==> config.mk <==
export PLATFORM = sky130hd
export DESIGN_NAME = sfx_sequencer
export DESIGN_NICKNAME = d
export VERILOG_FILES = /design/src/rtl/sfx_pkg.sv /design/src/rtl/sfx_tone.sv /design/src/rtl/sfx_sequencer.sv
export SDC_FILE = /design/constraint.sdc
export NUM_CORES = 1
export LEC_CHECK = 0
export BUFFER_PORTS_ARGS = -buffer_cell sky130_fd_sc_hd__buf_2
export CORE_ASPECT_RATIO = 1.75
export CORE_MARGIN = 2
export CORE_UTILIZATION = 31
export CTS_CLUSTER_DIAMETER = 50
export DETAILED_ROUTE_END_ITERATION = 16
export GPL_ROUTABILITY_DRIVEN = 0
export GPL_TIMING_DRIVEN = 0
export SLEW_MARGIN = 0
export SYNTH_ARGS = -nofsm -noshare
export SYNTH_HDL_FRONTEND = slang
export SYNTH_HIERARCHICAL = 1
export SYNTH_SLANG_ARGS = --single-unit
==> constraint.sdc <==
create_clock -name clk -period 4.7 [get_ports clk]
set_input_delay 0.47 -clock clk [delete_from_list [all_inputs] [get_ports clk]]
set_output_delay 0.47 -clock clk [all_outputs]
set_load 0.02 [all_outputs]
==> src/rtl/sfx_pkg.sv <==
// sfx_pkg: effect/state types, note tables and tone half-period helpers for sfx_sequencer
package sfx_pkg;

    typedef enum logic {SFX_FOOD, SFX_OVER} sfx_t;
    typedef enum logic [1:0] {IDLE, PLAY, GAP} state_t;

    localparam int MAX_NOTES = 8;
    localparam int FOOD_NOTES [MAX_NOTES] = '{1047, 1319, 1568, 2093, 0, 0, 0, 0};
    localparam int OVER_NOTES [MAX_NOTES] = '{784, 659, 523, 392, 0, 0, 0, 0};

    function automatic int half_period(int fclk, int freq);
        return freq == 0 ? 0 : fclk / (2 * freq);
    endfunction

    function automatic int max_half_period(int fclk);
        int m;
        m = 0;
        for (int i = 0; i < MAX_NOTES; i++) begin
            if (half_period(fclk, FOOD_NOTES[i]) > m) m = half_period(fclk, FOOD_NOTES[i]);
            if (half_period(fclk, OVER_NOTES[i]) > m) m = half_period(fclk, OVER_NOTES[i]);
        end
        return m;
    endfunction

endpackage

==> src/rtl/sfx_tone.sv <==
// sfx_tone: square-wave generator toggling every half_period cycles; restart or half_period=0 holds it low
module sfx_tone #(
    parameter int HPW = 16
) (
    input  logic           clk,
    input  logic           reset_n,
    input  logic           restart,
    input  logic [HPW-1:0] half_period,
    output logic           spkr
);

    logic [HPW-1:0] phase;

    always_ff @(posedge clk or negedge reset_n) begin
        if (!reset_n) begin
            phase <= '0;
            spkr  <= 1'b0;
        end else if (restart || half_period == '0) begin
            phase <= '0;
            spkr  <= 1'b0;
        end else if (phase == half_period - HPW'(1)) begin
            phase <= '0;
            spkr  <= ~spkr;
        end else begin
            phase <= phase + HPW'(1);
        end
    end

endmodule

==> src/rtl/sfx_sequencer.sv <==
// sfx_sequencer: plays FOOD/OVER note sequences on input edges; game_over pre-empts food
module sfx_sequencer
    import sfx_pkg::*;
#(
    parameter int FCLK     = 50_000_000,
    parameter int N_NOTES  = 4,
    parameter int NOTE_CYC = FCLK / 10,
    parameter int GAP_CYC  = FCLK / 100
) (
    input  logic clk,
    input  logic reset_n,
    input  logic food_eaten,
    input  logic game_over,
    input  logic enable,
    output logic spkr,
    output logic busy,
    output logic sfx_done
);

    localparam int HPW = $clog2(max_half_period(FCLK) + 1);
    localparam int DW  = $clog2((NOTE_CYC > GAP_CYC ? NOTE_CYC : GAP_CYC) + 1);
    localparam int IW  = $clog2(MAX_NOTES);

    state_t          state, state_d;
    sfx_t            eff, eff_d;
    logic [IW-1:0]   note_idx, idx_d;
    logic [DW-1:0]   dur_cnt, dur_d;
    logic            food_q, over_q, armed;
    logic            food_trig, over_trig, food_ok, start, done_d, restart, tone;
    logic [HPW-1:0]  food_hp [MAX_NOTES];
    logic [HPW-1:0]  over_hp [MAX_NOTES];
    logic [HPW-1:0]  hp;

    for (genvar i = 0; i < MAX_NOTES; i++) begin : g_hp
        assign food_hp[i] = HPW'(half_period(FCLK, FOOD_NOTES[i]));
        assign over_hp[i] = HPW'(half_period(FCLK, OVER_NOTES[i]));
    end

    // armed masks the first cycle after reset so a level held through release is not an edge
    assign over_trig = armed & game_over & ~over_q;
    assign food_trig = armed & food_eaten & ~food_q;
    assign food_ok   = food_trig & (state == IDLE || eff == SFX_FOOD);

    always_comb begin
        state_d = state;
        eff_d   = eff;
        idx_d   = note_idx;
        dur_d   = dur_cnt + DW'(1);
        start   = 1'b0;
        done_d  = 1'b0;
        if (over_trig || food_ok) begin
            state_d = PLAY;
            eff_d   = over_trig ? SFX_OVER : SFX_FOOD;
            idx_d   = '0;
            dur_d   = '0;
            start   = 1'b1;
        end else if (state == IDLE) begin
            dur_d = '0;
        end else if (state == PLAY && dur_cnt == DW'(NOTE_CYC - 1)) begin
            dur_d = '0;
            if (note_idx == IW'(N_NOTES - 1)) begin
                state_d = IDLE;
                done_d  = 1'b1;
            end else if (GAP_CYC == 0) begin
                idx_d = note_idx + IW'(1);
                start = 1'b1;
            end else begin
                state_d = GAP;
            end
        end else if (state == GAP && dur_cnt == DW'(GAP_CYC - 1)) begin
            state_d = PLAY;
            idx_d   = note_idx + IW'(1);
            dur_d   = '0;
            start   = 1'b1;
        end
    end

    always_ff @(posedge clk or negedge reset_n) begin
        if (!reset_n) begin
            state    <= IDLE;
            eff      <= SFX_FOOD;
            note_idx <= '0;
            dur_cnt  <= '0;
            food_q   <= 1'b0;
            over_q   <= 1'b0;
            armed    <= 1'b0;
            sfx_done <= 1'b0;
        end else begin
            state    <= state_d;
            eff      <= eff_d;
            note_idx <= idx_d;
            dur_cnt  <= dur_d;
            food_q   <= food_eaten;
            over_q   <= game_over;
            armed    <= 1'b1;
            sfx_done <= done_d;
        end
    end

    assign restart = start | (state_d != PLAY);
    assign hp      = eff == SFX_OVER ? over_hp[note_idx] : food_hp[note_idx];

    sfx_tone #(.HPW(HPW)) u_tone (
        .clk         (clk),
        .reset_n     (reset_n),
        .restart     (restart),
        .half_period (hp),
        .spkr        (tone)
    );

    assign spkr = tone & enable;
    assign busy = state != IDLE;

endmodule

==> summary by stage <==
Timing
The final number of max-transition violations came to 0. Of the available clock period, the critical path in the final layout requires between 80% and 90%. The pin slew with the least headroom to its limit is approximately 1.1 ns. Setup repair after global routing left no endpoint under its margin. The number of hold violations in the final report is 0.

Headroom to the max-slew limit came out at roughly 25%. For the final routed database, the setup TNS stands at 0 ns. The clock skew after layout is approximately 0.0070 ns. After layout, the minimum clock period comes to roughly 4.0 ns.

The upper clock frequency limit is between 200 and 300 MHz. Setup violations remaining at the end of the flow were counted as 0.

Layout
Cells fill a little over a third of the core in the end. For this run, the post-layout net count is just under 400. The ratio of cells with drive above 1 in the final layout is a little over a tenth. The number of antenna diodes in the final layout is 0.

The area growth from synthesis to layout is 9.77%.

Clock tree
Buffers inserted during clock tree synthesis total 5. The count of hold buffers inserted by post-cts repair is 0. The maximum number of buffers from clock root to sink is 2. The clock tree from TritonCTS is yes. For this design, the sink count on the clock tree is 50. After clock tree synthesis, the setup repair step added 0 buffers.

In this run the number of H-tree levels came out at 2. The buffer cell driving the clock tree root is sky130_fd_sc_hd__clkbuf_16. Clock-pin slew was measured on the worst setup and hold paths at roughly 0.060 ns. The number of gates resized after CTS was 0.

The clock latency on the worst-skew pair is about 0.29 ns.

GRT
Summed over all layers, the global routing overflow is 0. The first global-routing pass estimated 14100 um of wire. The initial antenna violation count is 0. The maximum number of pins on one net before global-route repair is 51. The via count of the first global-routing pass is between 2000 and 3000. The total global routing track utilization is between 10 and 15%.

Worst setup path
The signal on the critical path passes through inv_1 > ha_1 > a21oi_1 > a21boi_0 > nor4_4 > and4b_1 > nor3_1 > o31ai_4 > a2111oi_4 > buf_6 > nor3_1. Tracing the worst setup path back leads to its startpoint at note_idx[1]$_DFFE_PN0P_. In this run the worst path has a maximum fanout of 10.

The worst register-to-register path begins at note_idx[1]$_DFFE_PN0P_. The endpoint identified for the worst register-to-register timing path is u_tone/phase[14]$_DFF_PN0_. The critical path is of the reg -> reg type. The largest single stage delay on the critical path is roughly 0.88 ns. The critical path's slowest cell is sky130_fd_sc_hd__a21boi_0.

The logic depth of the worst register-to-register path is 11. The cell repeated most along the worst path is sky130_fd_sc_hd__nor3_1. The worst setup path is launched from a flip-flop. The required time of the critical path is 4.85 ns. Following the worst setup path forward leads to its endpoint at u_tone/phase[14]$_DFF_PN0_. The critical path capture point type is a flip-flop.

The register-to-register setup slack is 0.73 ns. The data arrival at the endpoint of the critical path is ~4 ns.

Routing
The via density per instance is between 5 and 6. In the detailed route, the total length drawn on met2 is roughly 4800 um. The number of nets with antenna violations after detailed routing is 0. Wires add up to roughly 8300 um. Dividing the detail-routed wire length by the instance count gives about 16 um.

The total via count in the routed design is 2806. The wire length on met1 is between 2000 and 3000 um. The routed length on met3 is around 110 um. The number of iterations in the first detailed-routing pass is 6.

The first routing iteration left ~110 violations. For this run, design rule violations remaining after detail routing come to 0. In this run the top signal layer used is met4.

Run
The max-cap violation count is 0.

Floorplanning
The core region is 10700 um^2. The die is 143 um tall. In this run the horizontal extent of the chip is about 83 um.

The number of standard-cell rows in the floorplan is 50. Once the floorplan was initialized, standard cells occupied about a third of the core. The area of the die is ~12000 um^2. The count of boundary I/O pins is 8.

Synth
Counting flops and latches in the post-synthesis netlist gives 50. The synthesized netlist net count is around 380. The cell area that synthesis handed to floorplanning was roughly 3400 um^2. The number of warnings issued by yosys is 6.

The top flip-flop cell by instance count after synthesis is sky130_fd_sc_hd__dfrtp_1. In the synthesized netlist the async set-or-reset flop fraction comes to 100%. In the post-synthesis netlist, the biggest area contributors are sky130_fd_sc_hd__dfrtp_1, sky130_fd_sc_hd__xor2_1, sky130_fd_sc_hd__nor3_1. The area share of the leading cell type in the synthesized netlist is 36.6%. For this run, the register share of the synthesized area comes to 36.6%. The cell accounting for the most synthesized area is sky130_fd_sc_hd__dfrtp_1.

The most instantiated library cell after synthesis is sky130_fd_sc_hd__dfrtp_1. After synthesis, the netlist uses between 60 and 70 different library cells. The average cell area after synthesis is ~9 um^2. The instance count of the mapped netlist is 370. After synthesis, the most frequently instantiated cells are sky130_fd_sc_hd__dfrtp_1, sky130_fd_sc_hd__nor3_1, sky130_fd_sc_hd__xor2_1. Counting flops with a built-in enable in the synthesized netlist gives 0.

Power and ir drop
Power spread over the standard cell area amounts to about 270 nW/um^2. Summed over all cells, the static leakage comes to between 1 and 1.5 nW. Across the VDD grid, the largest voltage drop is 0.000217 V.

Outcome
The flow ran to the end, and the final reports show no timing, DRC or antenna violations.

Placement
The count of buffers inserted at the top-level ports is 7. Detailed placement ended at an HPWL of ~6500 um.

Worst hold path
The tightest min-delay check is of the in -> reg type.
-- worst max-delay path, delay by kind of cell, from the launching register on --
family	cells	cell delay (ns)
AND/OR/NAND/NOR	4	0.82
adder cells (fa/ha/maj)	1	0.23
AO/OA/AOI/OAI	4	2.04
flip-flops	1	0.41
buffers and inverters	2	0.33
-- kinds of logic (layout without fill, tap and decap cells) --
logic type	count (synthesis)	in the layout	share of synthesized area, %
AND/OR/NAND/NOR	174	174	30.2
AO/OA/AOI/OAI	58	58	13.2
flip-flops	50	50	36.6
XOR/XNOR	47	47	12.0
buffers and inverters	29	43	4.02
adder cells (fa/ha/maj)	9	9	3.29
multiplexers	2	2	0.622
other	1	1	0.110
-- cell type report --
type	count	area (um^2)
fillers	1093	6940
flip-flops and latches	50	1250
clock inverters	1	7.51
inverters	15	56.3
clock buffers	6	129
multi-input cells	291	2030
plain buffers	14	81.3
repair buffers	7	35.0
well taps	130	163
-- report_power, final --
part           internal, mW  switching (mW)
Combinational        0.0667          0.0795
Clock                 0.195           0.153
Sequential            0.468          0.0474
Total                 0.730           0.280
-- stage by stage --
| step | setup WS [ns] | hold slack (ns) | std cells | cell area, um^2 | total power [mW] |
|---|---|---|---|---|---|
| floorplan | 1.46 | 0.174 | 370 | 3420 | 0.622 |
| global placement | 0.840 | 0.474 | 507 | 3620 | 0.663 |
| detailed placement | 0.773 | 0.491 | 507 | 3620 | 0.672 |
| CTS | 0.762 | 0.295 | 514 | 3750 | 1.02 |
| global route | 0.447 | 0.304 | 514 | 3750 | 1.06 |
| finish | 0.727 | 0.299 | 514 | 3750 | 1.01 |
-- registers in the layout (all words and copies together), names as in the netlist --
register and cells:
over_q 1, food_q 1, sfx_done 1, eff 1
u_tone/phase 16, u_tone/spkr 1, note_idx 3, dur_cnt 23
state 2, armed 1
-- worst min-delay path by stage --
stage,start,endpoint,cells after the start
after detailed placement,over_q$_DFF_PN0_,eff$_DFFE_PN0N_,1
after CTS,food_eaten,food_q$_DFF_PN0_,1
after global routing,game_over,over_q$_DFF_PN0_,1
final,food_eaten,food_q$_DFF_PN0_,1
after global placement,over_q$_DFF_PN0_,eff$_DFFE_PN0N_,1
after floorplan,reset_n,armed$_DFF_PN0_,0
-- placed cells by master (no fill, tap or decap), types with 3 or more instances in the layout --
cell,Yosys,layout
sky130_fd_sc_hd__clkbuf_1,4,5
sky130_fd_sc_hd__inv_1,14,14
sky130_fd_sc_hd__dfrtp_1,50,50
sky130_fd_sc_hd__and2_1,4,4
sky130_fd_sc_hd__nor3_1,39,39
sky130_fd_sc_hd__nor3b_1,4,4
sky130_fd_sc_hd__o21ai_1,4,4
sky130_fd_sc_hd__nand3_1,19,19
sky130_fd_sc_hd__clkbuf_16,0,5
sky130_fd_sc_hd__xnor2_1,20,20
sky130_fd_sc_hd__ha_1,9,9
sky130_fd_sc_hd__o31ai_1,4,4
sky130_fd_sc_hd__or4_4,3,3
sky130_fd_sc_hd__nand4_1,12,12
sky130_fd_sc_hd__xor2_1,27,27
sky130_fd_sc_hd__buf_2,5,12
sky130_fd_sc_hd__or3_1,6,6
sky130_fd_sc_hd__nand3b_1,3,3
sky130_fd_sc_hd__o21ai_0,10,10
sky130_fd_sc_hd__nand2_1,23,23
sky130_fd_sc_hd__nand2b_1,4,4
sky130_fd_sc_hd__a21oi_1,8,8
sky130_fd_sc_hd__nor2_1,23,23
sky130_fd_sc_hd__nor2b_1,4,4
sky130_fd_sc_hd__a211oi_1,9,9
sky130_fd_sc_hd__and4_1,7,7
sky130_fd_sc_hd__nor4_1,5,5
-- per-layer routing --
metal,vias up,GRT usage [%]
li1,1372,-
met1,1372,13.5
met2,37,29.9
met3,25,1.39
met4,0,8.63
met5,-,0
(Power assumes the default switching activity.)
